**config.mk**
```make
export PLATFORM = sky130hd
export DESIGN_NAME = data_memory_bytelane
export DESIGN_NICKNAME = d
export VERILOG_FILES = /design/src/rtl/data_memory_bytelane.sv
export SDC_FILE = /design/constraint.sdc
export NUM_CORES = 2
export LEC_CHECK = 0
export CAP_MARGIN = 10
export CELL_PAD_IN_SITES_DETAIL_PLACEMENT = 0
export CELL_PAD_IN_SITES_GLOBAL_PLACEMENT = 1
export CORE_AREA = 2 2 394 396
export DETAILED_ROUTE_END_ITERATION = 8
export DIE_AREA = 0 0 396 398
export PLACE_DENSITY = 0.84
export SYNTH_ARGS = -nofsm -noshare
export SYNTH_HDL_FRONTEND = slang
export SYNTH_SLANG_ARGS = --single-unit
```
**constraint.sdc**
```tcl
create_clock -name clk -period 5.45 [get_ports clk]
set_clock_uncertainty 0.15 [all_clocks]
set_input_delay 1.3625 -clock clk [delete_from_list [all_inputs] [get_ports clk]]
set_output_delay 1.3625 -clock clk [all_outputs]
set_load 0.03 [all_outputs]
```
**src/rtl/data_memory_bytelane.sv**
```systemverilog
`default_nettype none
// ============================================================================
// Module   : data_memory_bytelane
// Purpose  : Byte-lane data memory for the RV32I MEM stage. Executes
//            LB/LH/LW/LBU/LHU/SB/SH/SW against a word-organised array with
//            byte enables, sign/zero extension and registered read data.
//            Misaligned, out-of-range and illegal accesses are rejected with
//            a one-cycle fault pulse. After reset a sweep zeroes every word
//            and holds ready low until it completes.
// Ports    : clk, rst (async, active-high)
//            req_rd, req_wr, funct3, addr, wdata  - request side
//            ready                                - accepting requests
//            rdata, rvalid, fault                 - registered response
// Revision : 1.0 - initial release
// ============================================================================
module data_memory_bytelane #(
    parameter int XLEN        = 32,
    parameter int DEPTH_WORDS = 64,
    parameter int AW          = $clog2(DEPTH_WORDS)
) (
    input  logic            clk,
    input  logic            rst,
    input  logic            req_rd,
    input  logic            req_wr,
    input  logic [2:0]      funct3,
    input  logic [XLEN-1:0] addr,
    input  logic [XLEN-1:0] wdata,
    output logic            ready,
    output logic [XLEN-1:0] rdata,
    output logic            rvalid,
    output logic            fault
);

    localparam logic [0:0]    S_CLEAR   = 1'b0;
    localparam logic [0:0]    S_RUN     = 1'b1;
    localparam logic [AW-1:0] LAST_WORD = AW'(DEPTH_WORDS - 1);

    // ------------------------------------------------------------------
    // Storage
    // ------------------------------------------------------------------
    logic [XLEN-1:0] mem [DEPTH_WORDS];

    // ------------------------------------------------------------------
    // Sweep FSM
    // ------------------------------------------------------------------
    logic [0:0]    r_state;
    logic [0:0]    w_state_next;
    logic [AW-1:0] r_clr_cnt;
    logic          w_clr_we;

    always_ff @(posedge clk or posedge rst) begin
        if (rst) begin
            r_state   <= S_CLEAR;
            r_clr_cnt <= '0;
        end else begin
            r_state <= w_state_next;
            if (r_state == S_CLEAR) begin
                r_clr_cnt <= r_clr_cnt + 1'b1;
            end
        end
    end

    always_comb begin
        w_state_next = r_state;
        case (r_state)
            S_CLEAR: if (r_clr_cnt == LAST_WORD) w_state_next = S_RUN;
            S_RUN:   w_state_next = S_RUN;
            default: w_state_next = S_CLEAR;
        endcase
    end

    always_comb begin
        ready    = 1'b0;
        w_clr_we = 1'b0;
        case (r_state)
            S_CLEAR: w_clr_we = 1'b1;
            S_RUN:   ready    = 1'b1;
            default: w_clr_we = 1'b1;
        endcase
    end

    // ------------------------------------------------------------------
    // Request decode
    // ------------------------------------------------------------------
    logic [AW-1:0]   w_idx;
    logic [1:0]      w_lane;
    logic            w_accept;
    logic            w_bad;
    logic            w_fault;
    logic            w_load_ok;
    logic            w_store_ok;
    logic [3:0]      w_be;
    logic [XLEN-1:0] w_wdata_rep;

    assign w_idx    = addr[AW+1:2];
    assign w_lane   = addr[1:0];
    assign w_accept = ready && (req_rd || req_wr);

    always_comb begin
        w_bad = 1'b0;
        if (req_rd && req_wr) begin
            w_bad = 1'b1;
        end
        if (req_rd && (funct3 == 3'b011 || funct3 == 3'b110 || funct3 == 3'b111)) begin
            w_bad = 1'b1;
        end
        // Stores only have the unsigned-free encodings 000/001/010.
        if (req_wr && (funct3[2] || funct3[1:0] == 2'b11)) begin
            w_bad = 1'b1;
        end
        if (funct3[1:0] == 2'b01 && addr[0]) begin
            w_bad = 1'b1;
        end
        if (funct3[1:0] == 2'b10 && addr[1:0] != 2'b00) begin
            w_bad = 1'b1;
        end
        // Any address bit above the array span means out of range.
        if (|addr[XLEN-1:AW+2]) begin
            w_bad = 1'b1;
        end
    end

    assign w_fault    = w_accept && w_bad;
    assign w_load_ok  = w_accept && !w_bad && req_rd;
    assign w_store_ok = w_accept && !w_bad && req_wr;

    // Store data is replicated across lanes so each enabled lane simply
    // takes its own byte slice of the replicated word.
    always_comb begin
        w_be        = 4'b0000;
        w_wdata_rep = wdata;
        case (funct3[1:0])
            2'b00: begin
                w_be[w_lane] = 1'b1;
                w_wdata_rep  = {4{wdata[7:0]}};
            end
            2'b01: begin
                w_be        = addr[1] ? 4'b1100 : 4'b0011;
                w_wdata_rep = {2{wdata[15:0]}};
            end
            2'b10: begin
                w_be        = 4'b1111;
                w_wdata_rep = wdata;
            end
            default: begin
                w_be        = 4'b0000;
                w_wdata_rep = wdata;
            end
        endcase
    end

    // The array has no reset; the sweep defines its contents.
    always_ff @(posedge clk) begin
        if (w_clr_we) begin
            mem[r_clr_cnt] <= '0;
        end else if (w_store_ok) begin
            for (int k = 0; k < 4; k++) begin
                if (w_be[k]) begin
                    mem[w_idx][8*k +: 8] <= w_wdata_rep[8*k +: 8];
                end
            end
        end
    end

    // ------------------------------------------------------------------
    // Response pipeline: the word is captured at the acceptance edge and
    // the extended result is registered one edge later.
    // ------------------------------------------------------------------
    logic            r_p_load;
    logic            r_p_fault;
    logic [2:0]      r_p_f3;
    logic [1:0]      r_p_lane;
    logic [XLEN-1:0] r_p_word;

    always_ff @(posedge clk or posedge rst) begin
        if (rst) begin
            r_p_load  <= 1'b0;
            r_p_fault <= 1'b0;
            r_p_f3    <= 3'b000;
            r_p_lane  <= 2'b00;
            r_p_word  <= '0;
        end else begin
            r_p_load  <= w_load_ok;
            r_p_fault <= w_fault;
            if (w_load_ok) begin
                r_p_f3   <= funct3;
                r_p_lane <= w_lane;
                r_p_word <= mem[w_idx];
            end
        end
    end

    logic [7:0]      w_byte;
    logic [15:0]     w_half;
    logic [XLEN-1:0] w_ext;

    assign w_byte = r_p_word[8*r_p_lane +: 8];
    assign w_half = r_p_lane[1] ? r_p_word[31:16] : r_p_word[15:0];

    always_comb begin
        w_ext = r_p_word;
        case (r_p_f3)
            3'b000:  w_ext = {{24{w_byte[7]}}, w_byte};
            3'b100:  w_ext = {24'd0, w_byte};
            3'b001:  w_ext = {{16{w_half[15]}}, w_half};
            3'b101:  w_ext = {16'd0, w_half};
            default: w_ext = r_p_word;
        endcase
    end

    always_ff @(posedge clk or posedge rst) begin
        if (rst) begin
            rdata  <= '0;
            rvalid <= 1'b0;
            fault  <= 1'b0;
        end else begin
            rvalid <= r_p_load;
            fault  <= r_p_fault;
            if (r_p_fault) begin
                rdata <= '0;
            end else if (r_p_load) begin
                rdata <= w_ext;
            end
        end
    end

endmodule
`default_nettype wire

```
Word-level counts from Yosys, hierarchy flattened:

Memories as Yosys holds them, arrays and structs flattened. A register that Yosys moved wholly into a read port is not among the register bits.
Index checks and enable logic that the tools add are counted.

* register bits after elaboration: 48
* RAM bits: 2048
* input port bits: 71
* output and inout bits: 35
* word-level logic and storage cells: 85
* memories kept: 1

* $add $sub $neg: 1
* $lt $le $gt $ge: 2
* equal/unequal tests: 10
* shift operators: 1
* multiplexer cells: 38
* bitwise gates (word level): 1
* reductions and logical operators: 22

Memories
* mem: depth 64, width 32, rd ports 1, clocked after Yosys merged registers in 1, write ports 1, line 41 `logic [XLEN-1:0] mem [DEPTH_WORDS];`

Operators by type and width (number)
* $pmux 32 s4: 1
* $mux 32: 3
* $pmux 32 s2: 1
* $reduce_or 32->1: 1
* $shiftx 32x6->8: 1
* $mux 1: 26
* $reduce_or 24->1: 1
* $mux 16: 1
* $eq 3x3->1 const B: 4
* $pmux 4 s3: 1
* $logic_and 1x1->1: 11
* $mux 4: 2
* $add 6x1->6 const B: 1
* $eq 6x6->1 const B: 1
* $mux 6: 1
* $eq 2x2->1 const B: 2
* $logic_or 1x1->1: 4
* $reduce_bool 2->1: 2
* $eq 3x1->1 const B: 1
* $eq 3x2->1 const B: 1
* $logic_not 3->1: 1
* $lt 2x3->1 const B: 1
* $demux 1 s2: 1
* $eq 2x1->1 const B: 1
* 5 further kinds: 5

Longest topological paths before layout:

* word-level depth: 17
* depth in mapped cells: 10
* mapped depth without buffers: 6

Least setup slack after synthesis:

OpenSTA, ideal clock, no wires.

* path type: input to register
* start point: input addr[12]
* end point: memory mem[0][12] (data pin)
* setup time: 0.548 ns
* arrival time: 4.410 ns
* data required time: 4.752 ns
* path slack: 0.343 ns
* stages on the path: 8
* path buffers: 2
* cell sequence: nor4_1 > and4_1 > nand2_1 > clkbuf_1 > nor2_1 > nand2_1 > clkbuf_1 > a21oi_1

* longest elaborated chain between the ends: 10
* elaborated cells on any way between the ends: 19
* classes of those cells: 14 x mux; 5 x reduce/logical

Ends and longest elaborated chain
* start: declaration: line 26 `input logic [XLEN-1:0] addr,`
* $reduce_or 24->1 *: line 118 `if (|addr[XLEN-1:AW+2]) begin`
* $mux 1 *: line 118
* $logic_not 1->1 *: line 125 `assign w_store_ok = w_accept && !w_bad && req_wr;`
* $logic_and 1x1->1 * (2 in a row): line 125
* $mux 1: line 156 `end else if (w_store_ok) begin`
* $mux 1: line 154 `if (w_clr_we) begin`
* $mux 1 (implied by the code): line 159 `mem[w_idx][8*k +: 8] <= w_wdata_rep[8*k +: 8];`
* $reduce_or 32->1 (no line) *
* $mux 32 (no line) *
* end: declaration: line 41

Mark *: on every way between the ends. The rest lies on a longest branch, timed or not.

Worst setup path in the final report:

* start point: input funct3[0]
* end point: memory mem[18][1] (enable)

* longest elaborated chain between the ends: 17
* elaborated cells on any way between the ends: 42
* classes of those cells: 6 x eq/ne; 24 x mux; 12 x reduce/logical

Ends and longest elaborated chain
* start: declaration: line 25 `input logic [2:0] funct3,`
* $eq 3x2->1 / $eq 3x3->1 (equally long branches): line 104 `if (req_rd && (funct3 == 3'b011 || funct3 == 3'b110 || funct3 == 3'b111)) begin`
* $logic_or 1x1->1 (2 in a row): line 104
* $logic_and 1x1->1: line 104
* $mux 1: line 104
* $mux 1: line 108 `if (req_wr && (funct3[2] || funct3[1:0] == 2'b11)) begin`
* $mux 1: line 111 `if (funct3[1:0] == 2'b01 && addr[0]) begin`
* $mux 1: line 114 `if (funct3[1:0] == 2'b10 && addr[1:0] != 2'b00) begin`
* $mux 1: line 118
* $logic_not 1->1: line 125
* $logic_and 1x1->1 (2 in a row): line 125
* $mux 1: line 156
* $mux 1: line 154
* $mux 1 (implied by the code): line 159
* $reduce_or 32->1 (no line)
* $mux 6 (no line) / $mux 4 (equally long branches)

Parallel ways exist; a longest one is shown, timed or not.

==> impl_metrics.csv <==
group,metric,value,unit
outcome,outcome,"finished clean",
final_layout,drive_gt1_frac,0.175,
clocking,cts_buffers,194,
floorplan,die_h,398,µm
pwr,switchingPower,6.53,mW
run,drv_cap,0,
global_routing,met1_usage,0.384,
pwr,power.leakage,28.1,nW
final_layout,finalNonFillerCells,7162,
min_path,hold_end,"fault$_DFF_PP0_",
setup_path,cp-start-kind,"input port",
timing,rsz0062_at_grt,"no",
drt,drtAntennaViolNets,0,
pwr,pwr-share-seq,0.547,
drt,via_per_inst,6.35,
pwr,worst_ir_drop_vdd,271,µV
clocking,cts_setup_buffers,0,
drt,drt-pass1-iter-count,8,
drt,drc,0,
synth,synthArstFlopShare,0.0376,
clocking,cts.clk_slew.worst_paths,70,ps
timing,drv_slew,0,
clocking,clk_latency,830,ps
synth,yosysWarnings,0,
setup_path,reg2reg_from,"r_state$_DFF_PP0_",
timing,final_hold_viol_count,0,
synth,synth_cell_types,55,
placed_design,dp_slack,-13.5,ps
synth,synth_ff_type,"edfxtp_1",
placed_design,dpl.hpwl,135000,µm
placed_design,gp_congestion,0.948,
timing,fin_hold_ws,325,ps
synth,ys_ff_latch,2128,
min_path,hold_depth,0,
setup_path,cp.required,5760,ps
final_layout,area_delta_synth_final,14.5,%
synth,synthCells,4647,
floorplan,die_area,158000,µm²
global_routing,grt_usage,0.272,
pwr,p_int,25.7,mW
placed_design,dp.cells,6795,
timing,setup_ws,791,ps
floorplan,core_area,153000,µm²
drt,vias,45500,
global_routing,gr-total-overflow,0,
synth,yosysSeqAreaShare,0.758,
clocking,cts_tree,"yes",
timing,setup_viol,0,
global_routing,grt_use_met3,0.0545,
floorplan,core.rowCount,144,
global_routing,grt_antenna_before_repair,5,
drt,drt_iter0_markers,6165,
timing,finalCriticalPeriod,4660,ps
synth,synth_fp_nets,4719,
clocking,cts_htree_levels,4,
clocking,hold_buffers,0,
pwr,swShare,0.202,
global_routing,busiest_layer,"met2",
setup_path,crit_arrival,4960,ps
pwr,power_frac_comb,0.030,
clocking,clock-sinks,2128,
pwr,pwr_density_cell,337,nW/µm²
clocking,clockRootBuffer,"clkbuf_16",
setup_path,worstSetupEndpointType,"flip-flop",
setup_path,r2r_end,"mem[18][1]$_DFFE_PP_",
setup_path,critPathKind,"input port to flip-flop",
placed_design,io_buffers,105,
setup_path,reg2reg_slack,1800,ps
synth,avgSynthCellArea,18.0,µm²
timing,maxSlewHeadroom,0.130,
drt,drt_wl_total,214000,µm
timing,fin_crit_sh,0.855,
global_routing,grt_max_degree,113,
clocking,cts.repair.resized,0,
pwr,pwr-share-clk,0.423,
synth,synth_edf_count,2048,
drt,wl_per_cell,29.9,µm
global_routing,globalRouteMet2Util,0.421,
timing,fin_tns_setup,0,ps
timing,tightest_slew,1300,ps
floorplan,num_io_pins,106,
clocking,cts.path.max_buffers,3,
pwr,finalPower,32.3,mW
floorplan,start_util,0.546,
setup_path,r2r_cells,7,
timing,fmax,215,MHz
min_path,worstHoldStart,"r_p_fault$_DFF_PP0_",
global_routing,grt_pass1_wl,309000,µm
floorplan,dieWidth,396,µm
setup_path,critPathMaxFanout,19,
global_routing,grt_pass1_vias,44800,
final_layout,nets,5023,
synth,syn_area,83800,µm²
min_path,hp-class,"flip-flop to flip-flop",
-- Yosys cell counts, drive strengths merged, types with 24 or more instances --
library cell | instances | area (µm²)
edfxtp | 2048 | 61500
mux2i | 624 | 6250
nor2 | 410 | 1540
mux4 | 225 | 5070
a22oi | 192 | 1440
clkbuf | 174 | 653
nand2 | 130 | 488
o22ai | 126 | 788
buf | 109 | 528
o21ai | 82 | 414
dfrtp | 80 | 2000
nand3 | 76 | 380
nor4 | 49 | 344
o221ai | 38 | 333
nand4 | 36 | 225
o31ai | 34 | 265
a211oi | 32 | 240
nor3 | 26 | 130
nor2b | 24 | 150
-- per-stage QoR --
stage	cell area, µm²	utilization
finish	95900	0.625
global route	95900	0.625
CTS	95800	0.625
detailed placement	89400	0.583
global placement	89400	0.583
floorplan	83800	-
-- cells by family after synthesis --
logic type      count (synthesis)  share of synthesized area
mux                           862                      0.137
fa+ha+maj                       1                   0.000149
flops                        2128                      0.758
buf+inv                       290                     0.0144
xor+xnor                        5                   0.000523
simple gates                  805                     0.0437
compound gates                556                     0.0463
-- final cells by class --
cell class / instances / area [µm²]
inverter: 7 / 27.5
sequential: 2128 / 63500
antenna: 6 / 15.0
clock buffer: 235 / 5030
fill: 10300 / 57400
clock inverter: 122 / 1370
timing repair buffer: 391 / 3930
multi-input combinational: 2229 / 19500
tap: 2044 / 2560
-- layout by cell type (no fill, tap or decap), types with 10 or more instances in the layout --
cell	netlist	routed
nand3_1	76	76
edfxtp_1	2048	2048
mux2_2	13	13
a22oi_1	192	192
clkinv_1	0	39
nand2_1	130	129
bufinv_16	0	24
nor2_1	409	389
nor4_1	43	43
dfrtp_1	80	80
nor2b_1	24	18
o221ai_1	38	38
clkdlybuf4s50_1	0	100
o22ai_1	126	113
clkbuf_1	174	40
clkbuf_16	0	195
o21ai_0	72	72
clkinv_2	0	38
a21oi_1	23	15
mux4_2	225	225
mux2i_1	624	624
and2_2	0	10
nor3_1	26	25
nand2b_1	16	16
nand4_1	36	36
buf_12	0	58
o22ai_2	0	13
o31ai_1	32	32
nor2_4	0	19
buf_4	3	222
a211oi_1	32	32
-- state kept, by name (all words and copies together), names as in the netlist --
signal,cells
r_state,1
r_p_lane,2
r_p_fault,1
r_p_f3,3
r_p_word,32
mem,2048
rdata,32
r_p_load,1
rvalid,1
fault,1
r_clr_cnt,6
-- power groups by stage --
stage	clock, mW	sequential [mW]	combinational (mW)
after floorplan	0	18.0	0.579
after global placement	0	18.0	0.957
final	13.7	17.6	0.974
after global routing	14.4	17.6	1.01
after detailed placement	0	18.0	0.962
after CTS	13.8	17.6	0.967
-- layer usage --
| layer | vias to the layer above | wire length [µm] | part of all wire |
|---|---|---|---|
| met5 | - | 13 | 0.000061 |
| met4 | 2 | 8990 | 0.042 |
| met3 | 380 | 23300 | 0.11 |
| met2 | 2592 | 99600 | 0.46 |
| met1 | 23200 | 82300 | 0.38 |
| li1 | 19300 | - | - |
-- worst max path at each step --
| stage | startpoint | to | slack (ps) | depth (start not counted) |
|---|---|---|---|---|
| after floorplan | addr[12] | mem[0][12]$_DFFE_PP_ | 340 | 8 |
| after global placement | addr[19] | mem[26][19]$_DFFE_PP_ | 20 | 8 |
| after detailed placement | addr[19] | mem[19][9]$_DFFE_PP_ | -10 | 8 |
| after CTS | addr[19] | mem[18][13]$_DFFE_PP_ | 830 | 8 |
| after global routing | funct3[0] | mem[19][18]$_DFFE_PP_ | 740 | 8 |
| final | funct3[0] | mem[18][1]$_DFFE_PP_ | 790 | 8 |
-- worst max-delay path, stage by stage --
cell and delay, ps:
clkdlybuf4s50_1 570, and2_1 260, o21ai_1 350, nand2_1 160, buf_4 250, o311a_1 470
o22ai_2 1060, nor2_1 450
No activity file was read; power rests on OpenSTA's default activity.
